==> src/rtl/ram_arbiter_if.sv <==
// Purpose : bundle of the two requester ports, the RAM port and the lock error flag of ram_arbiter.
// Latency : none; only wires.
// Backpressure: gnt is the accept signal; a requester holds req and its command until gnt is seen.
// Ports (slave = arbiter side): a_*/b_* request, command and read-return signals,
//   mem_* RAM address/data/write-enable with mem_dout read data, lock_err forced-release pulse.
interface ram_arbiter_if #(
    parameter int AW = 16,
    parameter int DW = 16
);
    logic          a_req;
    logic          a_we;
    logic          a_lock;
    logic [AW-1:0] a_addr;
    logic [DW-1:0] a_wdata;
    logic          a_gnt;
    logic          a_rvalid;
    logic [DW-1:0] a_rdata;

    logic          b_req;
    logic          b_we;
    logic          b_lock;
    logic [AW-1:0] b_addr;
    logic [DW-1:0] b_wdata;
    logic          b_gnt;
    logic          b_rvalid;
    logic [DW-1:0] b_rdata;

    logic          lock_err;

    logic [AW-1:0] mem_addr;
    logic [DW-1:0] mem_din;
    logic          mem_we;
    logic [DW-1:0] mem_dout;

    modport slave (
        input  a_req, a_we, a_lock, a_addr, a_wdata,
        input  b_req, b_we, b_lock, b_addr, b_wdata,
        input  mem_dout,
        output a_gnt, a_rvalid, a_rdata,
        output b_gnt, b_rvalid, b_rdata,
        output lock_err, mem_addr, mem_din, mem_we
    );

    modport master (
        output a_req, a_we, a_lock, a_addr, a_wdata,
        output b_req, b_we, b_lock, b_addr, b_wdata,
        output mem_dout,
        input  a_gnt, a_rvalid, a_rdata,
        input  b_gnt, b_rvalid, b_rdata,
        input  lock_err, mem_addr, mem_din, mem_we
    );
endinterface

==> src/rtl/ram_arbiter.sv <==
// Purpose : shares one single-port registered-read RAM between ports A and B, with bus lock and lock timeout.
// Latency : grant and mem_* combinational from req; read data/rvalid one cycle after the granted read.
// Backpressure: a losing or locked-out port sees gnt=0 and must hold req and its command.
// Ports: clk, rst_n (synchronous, active low); bus (slave modport) carries both requester
//   ports, the RAM port and lock_err. FIXED_PRI=1 gives A priority, else round-robin.
//   LOCK_MAX bounds consecutive locked cycles before a forced release.
module ram_arbiter #(
    parameter int AW        = 16,
    parameter int DW        = 16,
    parameter int FIXED_PRI = 0,
    parameter int LOCK_MAX  = 16
) (
    input  logic         clk,
    input  logic         rst_n,
    ram_arbiter_if.slave bus
);
    localparam int CW = $clog2(LOCK_MAX + 1);
    localparam logic [CW-1:0] CNT_LAST = CW'(LOCK_MAX - 1);

    typedef enum logic [1:0] {ARB, LOCK_A, LOCK_B} state_t;

    state_t        state_q, state_d;
    logic          last_q, last_d;          // 1: B was granted most recently
    logic [CW-1:0] lock_cnt_q, lock_cnt_d;
    logic          a_ban_q, a_ban_d;
    logic          b_ban_q, b_ban_d;
    logic          a_rvalid_q, a_rvalid_d;
    logic          b_rvalid_q, b_rvalid_d;
    logic          lock_err_q, lock_err_d;

    logic          a_gnt, b_gnt;
    logic          a_lock_eff, b_lock_eff;
    logic [AW-1:0] mem_addr;
    logic [DW-1:0] mem_din;
    logic          mem_we;

    // A port that timed out cannot take the lock again until it drops lock once.
    assign a_lock_eff = bus.a_lock & ~a_ban_q;
    assign b_lock_eff = bus.b_lock & ~b_ban_q;

    always_comb begin
        state_d    = state_q;
        last_d     = last_q;
        lock_cnt_d = '0;
        a_ban_d    = a_ban_q;
        b_ban_d    = b_ban_q;
        lock_err_d = 1'b0;
        a_gnt      = 1'b0;
        b_gnt      = 1'b0;

        case (state_q)
            ARB: begin
                if (bus.a_req && (!bus.b_req || FIXED_PRI != 0 || last_q)) begin
                    a_gnt = 1'b1;
                end else if (bus.b_req) begin
                    b_gnt = 1'b1;
                end
                if (a_gnt) begin
                    last_d = 1'b0;
                    if (a_lock_eff) state_d = LOCK_A;
                end
                if (b_gnt) begin
                    last_d = 1'b1;
                    if (b_lock_eff) state_d = LOCK_B;
                end
            end
            LOCK_A: begin
                a_gnt = bus.a_req;
                if (a_gnt) last_d = 1'b0;
                if (!bus.a_lock) begin
                    // Final access (if any) is granted in this same cycle.
                    state_d = ARB;
                end else if (lock_cnt_q == CNT_LAST) begin
                    // Timeout: hand the next contention to the other port.
                    state_d    = ARB;
                    lock_err_d = 1'b1;
                    a_ban_d    = 1'b1;
                    last_d     = 1'b0;
                end else begin
                    lock_cnt_d = lock_cnt_q + CW'(1);
                end
            end
            LOCK_B: begin
                b_gnt = bus.b_req;
                if (b_gnt) last_d = 1'b1;
                if (!bus.b_lock) begin
                    state_d = ARB;
                end else if (lock_cnt_q == CNT_LAST) begin
                    state_d    = ARB;
                    lock_err_d = 1'b1;
                    b_ban_d    = 1'b1;
                    last_d     = 1'b1;
                end else begin
                    lock_cnt_d = lock_cnt_q + CW'(1);
                end
            end
            default: state_d = ARB;
        endcase

        if (!bus.a_lock) a_ban_d = 1'b0;
        if (!bus.b_lock) b_ban_d = 1'b0;

        // No access may reach the RAM while reset is held.
        if (!rst_n) begin
            a_gnt = 1'b0;
            b_gnt = 1'b0;
        end

        a_rvalid_d = a_gnt & ~bus.a_we;
        b_rvalid_d = b_gnt & ~bus.b_we;
    end

    always_comb begin
        mem_addr = '0;
        mem_din  = '0;
        mem_we   = 1'b0;
        if (a_gnt) begin
            mem_addr = bus.a_addr;
            mem_din  = bus.a_wdata;
            mem_we   = bus.a_we;
        end else if (b_gnt) begin
            mem_addr = bus.b_addr;
            mem_din  = bus.b_wdata;
            mem_we   = bus.b_we;
        end
    end

    always_ff @(posedge clk) begin
        if (!rst_n) begin
            state_q    <= ARB;
            last_q     <= 1'b1;
            lock_cnt_q <= '0;
            a_ban_q    <= 1'b0;
            b_ban_q    <= 1'b0;
            a_rvalid_q <= 1'b0;
            b_rvalid_q <= 1'b0;
            lock_err_q <= 1'b0;
        end else begin
            state_q    <= state_d;
            last_q     <= last_d;
            lock_cnt_q <= lock_cnt_d;
            a_ban_q    <= a_ban_d;
            b_ban_q    <= b_ban_d;
            a_rvalid_q <= a_rvalid_d;
            b_rvalid_q <= b_rvalid_d;
            lock_err_q <= lock_err_d;
        end
    end

    assign bus.a_gnt    = a_gnt;
    assign bus.b_gnt    = b_gnt;
    // Masking with rst_n discards a read that returns in a cycle where reset is asserted.
    assign bus.a_rvalid = a_rvalid_q & rst_n;
    assign bus.b_rvalid = b_rvalid_q & rst_n;
    assign bus.a_rdata  = bus.mem_dout;
    assign bus.b_rdata  = bus.mem_dout;
    assign bus.lock_err = lock_err_q;
    assign bus.mem_addr = mem_addr;
    assign bus.mem_din  = mem_din;
    assign bus.mem_we   = mem_we;
endmodule

==> src/flat_wrapper.sv <==
// flat-port wrapper written by rule: the top's interface ports become plain ports
module ram_arbiter_flat 
#(
    parameter int AW        = 16,
    parameter int DW        = 16,
    parameter int FIXED_PRI = 0,
    parameter int LOCK_MAX  = 16
)
  (clk, rst_n, bus_a_req, bus_a_we, bus_a_lock, bus_a_addr, bus_a_wdata, bus_b_req, bus_b_we, bus_b_lock, bus_b_addr, bus_b_wdata, bus_mem_dout, bus_a_gnt, bus_a_rvalid, bus_a_rdata, bus_b_gnt, bus_b_rvalid, bus_b_rdata, bus_lock_err, bus_mem_addr, bus_mem_din, bus_mem_we);
  ram_arbiter_if #(.AW(AW), .DW(DW)) bus_i ();
  input  logic clk;
  input  logic rst_n;
  input wire logic [$bits(bus_i.a_req)-1:0] bus_a_req;
  input wire logic [$bits(bus_i.a_we)-1:0] bus_a_we;
  input wire logic [$bits(bus_i.a_lock)-1:0] bus_a_lock;
  input wire logic [$bits(bus_i.a_addr)-1:0] bus_a_addr;
  input wire logic [$bits(bus_i.a_wdata)-1:0] bus_a_wdata;
  input wire logic [$bits(bus_i.b_req)-1:0] bus_b_req;
  input wire logic [$bits(bus_i.b_we)-1:0] bus_b_we;
  input wire logic [$bits(bus_i.b_lock)-1:0] bus_b_lock;
  input wire logic [$bits(bus_i.b_addr)-1:0] bus_b_addr;
  input wire logic [$bits(bus_i.b_wdata)-1:0] bus_b_wdata;
  input wire logic [$bits(bus_i.mem_dout)-1:0] bus_mem_dout;
  output wire logic [$bits(bus_i.a_gnt)-1:0] bus_a_gnt;
  output wire logic [$bits(bus_i.a_rvalid)-1:0] bus_a_rvalid;
  output wire logic [$bits(bus_i.a_rdata)-1:0] bus_a_rdata;
  output wire logic [$bits(bus_i.b_gnt)-1:0] bus_b_gnt;
  output wire logic [$bits(bus_i.b_rvalid)-1:0] bus_b_rvalid;
  output wire logic [$bits(bus_i.b_rdata)-1:0] bus_b_rdata;
  output wire logic [$bits(bus_i.lock_err)-1:0] bus_lock_err;
  output wire logic [$bits(bus_i.mem_addr)-1:0] bus_mem_addr;
  output wire logic [$bits(bus_i.mem_din)-1:0] bus_mem_din;
  output wire logic [$bits(bus_i.mem_we)-1:0] bus_mem_we;
  assign bus_i.a_req = bus_a_req;
  assign bus_i.a_we = bus_a_we;
  assign bus_i.a_lock = bus_a_lock;
  assign bus_i.a_addr = bus_a_addr;
  assign bus_i.a_wdata = bus_a_wdata;
  assign bus_i.b_req = bus_b_req;
  assign bus_i.b_we = bus_b_we;
  assign bus_i.b_lock = bus_b_lock;
  assign bus_i.b_addr = bus_b_addr;
  assign bus_i.b_wdata = bus_b_wdata;
  assign bus_i.mem_dout = bus_mem_dout;
  assign bus_a_gnt = bus_i.a_gnt;
  assign bus_a_rvalid = bus_i.a_rvalid;
  assign bus_a_rdata = bus_i.a_rdata;
  assign bus_b_gnt = bus_i.b_gnt;
  assign bus_b_rvalid = bus_i.b_rvalid;
  assign bus_b_rdata = bus_i.b_rdata;
  assign bus_lock_err = bus_i.lock_err;
  assign bus_mem_addr = bus_i.mem_addr;
  assign bus_mem_din = bus_i.mem_din;
  assign bus_mem_we = bus_i.mem_we;
  ram_arbiter #(.AW(AW), .DW(DW), .FIXED_PRI(FIXED_PRI), .LOCK_MAX(LOCK_MAX)) u_core (.clk(clk), .rst_n(rst_n), .bus(bus_i));
endmodule
==> config.mk <==
export PLATFORM = sky130hd
export DESIGN_NAME = ram_arbiter_flat
export DESIGN_NICKNAME = d
export VERILOG_FILES = /design/src/rtl/ram_arbiter_if.sv /design/src/rtl/ram_arbiter.sv /design/src/flat_wrapper.sv
export SDC_FILE = /design/constraint.sdc
export NUM_CORES = 1
export LEC_CHECK = 0
export ABC_AREA = 1
export BUFFER_PORTS_ARGS = -buffer_cell sky130_fd_sc_hd__buf_4
export CORE_MARGIN = 10
export CORE_UTILIZATION = 36
export DETAILED_ROUTE_END_ITERATION = 10
export PLACE_DENSITY = 0.81
export SLEW_MARGIN = 10
export SYNTH_ARGS = -nofsm -noshare
export SYNTH_HDL_FRONTEND = slang
export SYNTH_SLANG_ARGS = --single-unit
==> constraint.sdc <==
create_clock -name clk -period 1.75 [get_ports clk]
set_input_delay 0 -clock clk [delete_from_list [all_inputs] [get_ports clk]]
set_output_delay 0 -clock clk [all_outputs]
set_load 0.02 [all_outputs]
==> impl_table.tex <==
\begin{tabular}{lr}
\hline
Metric & Value \\
\hline
\multicolumn{2}{l}{\textbf{Power and ir drop}} \\
\quad Internal power contribution & 0.804 mW \\
\quad Static leakage power & 1.25 nW \\
\quad Relative contribution of the clock network to total power & about a fifth \\
\quad Pwr dens & 546 nW/µm² \\
\quad Part of the total power dissipated in sequential elements & 24.3\% \\
\quad Power consumption & about 1.3 mW \\
\quad Combinational Power Share & 54.8\% \\
\quad Proportion of total power due to net switching & 38.2\% \\
\quad Switching pwr & 0.497 mW \\
\quad Worst-case vdd ir drop & between 0.4 and 0.5 mV \\
\multicolumn{2}{l}{\textbf{Timing}} \\
\quad Worst-Margin Slew & approximately 350 ps \\
\quad Number of setup violations in the final report & 0 \\
\quad Final number of max-transition violations & 0 \\
\quad Share of the cycle needed by the critical path after routing & between 90\% and 100\% \\
\quad Final hold vios & 0 \\
\quad Maximum clock rate & 602 MHz \\
\quad Final critical delay including setup and external delays & between 1500 and 2000 ps \\
\quad Setup repair after global routing missed its margin & no \\
\quad Worst max-slew margin expressed relative to the limit & roughly three quarters \\
\quad Setup TNS after final layout & 0 ps \\
\quad Skew final & roughly 3.7 ps \\
\multicolumn{2}{l}{\textbf{Layout}} \\
\quad Number of antenna repair diodes & 0 \\
\quad Layout overhead on the synthesized area & 54.6\% \\
\quad Number of nets in the layout & 421 \\
\quad Layout fillers & 389 \\
\quad Share of cells above drive strength 1 & approximately 50\% \\
\multicolumn{2}{l}{\textbf{Clock tree}} \\
\quad Number of H-tree levels & 1 \\
\quad CTS Buf Count & 3 \\
\quad Clk Tree Root Cell & sky130\_fd\_sc\_hd\_\_clkbuf\_8 \\
\quad Clock transition at the registers of the reported paths & around 60 ps \\
\quad Clock latency reported for the late side of the worst-skew pair & 250 ps \\
\quad Deepest clock path buffer count & 2 \\
\quad Clk sinks & 13 \\
\quad TritonCTS clock tree & built \\
\multicolumn{2}{l}{\textbf{Place}} \\
\quad Port bufs & 109 \\
\quad Post-detailed-placement half-perimeter wirelength & 4680 µm \\
\quad Routability Congestion & 0.989 \\
\multicolumn{2}{l}{\textbf{Drt}} \\
\quad Metal2 WL & 3080 µm \\
\quad WL met3 & 642 µm \\
\quad Routed vias & roughly 1.8k \\
\quad Routed Wire Length & just under 6000 µm \\
\quad Uppermost metal layer occupied by signal nets & met4 \\
\quad Post-Route M1 WL & 2010 µm \\
\quad Post-DR wirelength/cell & 15.6 µm \\
\quad Number of remaining DRC errors & 0 \\
\quad Number of vias per cell after detailed routing & 4.71 \\
\quad Number of nets still failing antenna checks after routing & 0 \\
\quad DR pass1 iterations & 4 \\
\quad Number of design-rule violations left by the first detailed-router iteration & 55 \\
\multicolumn{2}{l}{\textbf{Critical path}} \\
\quad Element type at the critical path end & primary output \\
\quad Slowest stage cell, crit path & sky130\_fd\_sc\_hd\_\_dfxtp\_2 \\
\quad Signal arrival time at the worst endpoint & approximately 1700 ps \\
\quad Startpoint kind of the worst setup timing path & flip-flop \\
\quad Path type of the worst setup path & flip-flop to primary output \\
\quad Highest net fanout along the worst path & 33 \\
\quad Largest stage delay on the critical path & 330 ps \\
\quad Data required, critical path & 1750 ps \\
\quad Cell-by-cell trace of the critical path & inv\_2 -> ha\_1 -> inv\_1 -> nand2\_1 -> nand3\_2 -> buf\_12 -> o21ai\_1 -> buf\_4 \\
\multicolumn{2}{l}{\textbf{Floorplan}} \\
\quad Placeable Area & 4090 µm² \\
\quad Number of cell rows & 23 \\
\quad Overall die area & between 7000 and 8000 µm² \\
\quad Die H & 85.5 µm \\
\quad Number of top-level design ports & 158 \\
\quad Initial standard-cell utilization of the core & 37.8\% \\
\quad Floorplan die width & about 85 µm \\
\multicolumn{2}{l}{\textbf{Logic synthesis}} \\
\quad Number of standard cells after synthesis & 243 \\
\quad Count of unique library cells instantiated by Yosys & 22 \\
\quad Count of synthesis-stage warnings from yosys & 0 \\
\quad Number of synthesized register bits & 13 \\
\quad Post-synthesis net count & 336 \\
\quad Netlist area before placement & 1540 µm² \\
\quad Mean post-synth cell area & roughly 6.3 µm² \\
\quad Sequential cell area fraction in the yosys report & 16.9\% \\
\multicolumn{2}{l}{\textbf{GRT}} \\
\quad Number of global-route vias before repair & 1833 \\
\quad Largest net degree at the start of global routing & 35 \\
\quad Initial antenna violation count & 0 \\
\quad All-Layer GR Usage & roughly 14\% \\
\quad Grt total ovfl & 0 \\
\quad Global-route wire length before repair & 8720 µm \\
\multicolumn{2}{l}{\textbf{Run status}} \\
\quad Status & finished, final reports clean \\
\multicolumn{2}{l}{\textbf{Flow run}} \\
\quad Number of maximum-capacitance violations & 0 \\
\multicolumn{2}{l}{\textbf{Hold path}} \\
\quad Min-delay worst type & input pin to primary output \\
\hline
\end{tabular}
-- power groups by stage --
stage	clock network (mW)	logic (mW)	registers [mW]
2_1_floorplan	0	0.455	0.319
3_3_place_gp	0	0.615	0.320
3_5_place_dp	0	0.623	0.321
4_1_cts	0.283	0.644	0.315
5_1_grt	0.297	0.775	0.317
6_report	0.272	0.714	0.316
-- logic make-up after synthesis --
logic type	Yosys count	share of synthesized area (%)
AO/OA/AOI/OAI	45	22.0
XOR/XNOR	2	1.14
adder cells (fa/ha/maj)	5	4.06
buffers and inverters	59	25.0
flip-flops	13	16.9
AND/OR/NAND/NOR	119	31.0
-- through the flow --
step | cells | util, % | instance area, µm² | setup slack (ps) | hold slack [ps]
global route | 377 | 58.4 | 2380 | 5.38 | 0.0512
CTS | 371 | 54.9 | 2240 | 1.40 | 0.211
floorplan | 243 | - | 1540 | 315 | 72.4
detailed placement | 363 | 52.4 | 2140 | 101 | 0.211
global placement | 363 | 52.4 | 2140 | 152 | 0.211
finish | 377 | 58.4 | 2380 | 89.8 | 0.0151
-- final cells by class --
type / count / area, µm² / share of cell area (%)
Timing Repair Buffer: 120 / 978 / 41.0
Sequential cell: 13 / 265 / 11.1
Timing Repair inverter: 1 / 8.76 / 0.367
Inverter: 17 / 76.3 / 3.20
Tap cell: 50 / 62.6 / 2.62
Clock buffer: 4 / 45.0 / 1.89
Multi-Input combinational cell: 172 / 948 / 39.8
-- synthesized netlist by cell type (all sizes together) --
cell,number,area share (%)
nor3b,1,0.49
inv,17,4.3
nand2,92,23
a211oi,1,0.49
dfxtp,13,17
nand3,7,2.6
buf,42,21
nor2,16,3.9
ha,5,4.1
nor3,1,0.32
xnor2,1,0.57
a21oi,6,1.9
xor2,1,0.57
o21ai,37,19
nand4,2,0.81
a21boi,1,0.49
-- routing by layer --
layer | GRT usage (%) | vias up
met2 | 26.2 | 71
li1 | - | 905
met5 | 0 | -
met4 | 6.89 | 0
met1 | 12.9 | 781
met3 | 6.88 | 20
-- sequential cells by signal, indices dropped and copies added, names as in the netlist --
register	cells
u_core.lock_cnt_q	5
u_core.state_q	2
u_core.a_ban_q	1
u_core.a_rvalid_q	1
u_core.b_ban_q	1
u_core.b_rvalid_q	1
u_core.bus.lock_err	1
u_core.last_q	1
-- critical path: cells and delay by family, from the launching register on --
family / cells / cell delay, ps
AO/OA/AOI/OAI: 1 / 150
buffers and inverters: 4 / 530
AND/OR/NAND/NOR: 2 / 160
adder cells (fa/ha/maj): 1 / 210
flip-flops: 1 / 330
-- repair_timing --
| action | in CTS | in global routing |
|---|---|---|
| hold endpoints to repair | 2 | 0 |
| pin swaps | 1 | 3 |
| setup endpoints to repair | 33 | 33 |
| gates cloned | 0 | 4 |
| gates resized for setup | 7 | 24 |
| setup buffers | 2 | 2 |
| hold buffers | 2 | 0 |
-- cell usage in the layout (no fill, tap or decap), types with 2 or more instances in the layout --
cell type	Yosys	layout
sky130_fd_sc_hd__o21ai_1	0	4
sky130_fd_sc_hd__o21ai_0	8	4
sky130_fd_sc_hd__dlygate4sd3_1	0	2
sky130_fd_sc_hd__clkbuf_8	0	3
sky130_fd_sc_hd__nor2_1	16	16
sky130_fd_sc_hd__buf_6	3	8
sky130_fd_sc_hd__buf_4	36	107
sky130_fd_sc_hd__nand4_1	2	2
sky130_fd_sc_hd__nand3_1	6	6
sky130_fd_sc_hd__o21ai_2	29	29
sky130_fd_sc_hd__inv_2	0	3
sky130_fd_sc_hd__a21oi_1	6	6
sky130_fd_sc_hd__nand2_8	0	2
sky130_fd_sc_hd__ha_1	5	4
sky130_fd_sc_hd__inv_1	16	13
sky130_fd_sc_hd__dfxtp_1	13	11
sky130_fd_sc_hd__nand2_1	91	89
sky130_fd_sc_hd__buf_12	0	2
-- path summary, 6_finish.rpt --
check	cells after the start	from	slack (ps)	to
max	8	u_core.state_q[0]	90	bus_mem_addr[15]
min	0	bus_mem_dout[10]	0.02	bus_b_rdata[10]
max reg2reg	7	u_core.state_q[1]	250	u_core.lock_cnt_q[0]
min reg2reg	1	u_core.lock_cnt_q[0]	450	u_core.lock_cnt_q[0]
(Power assumes the default switching activity.)
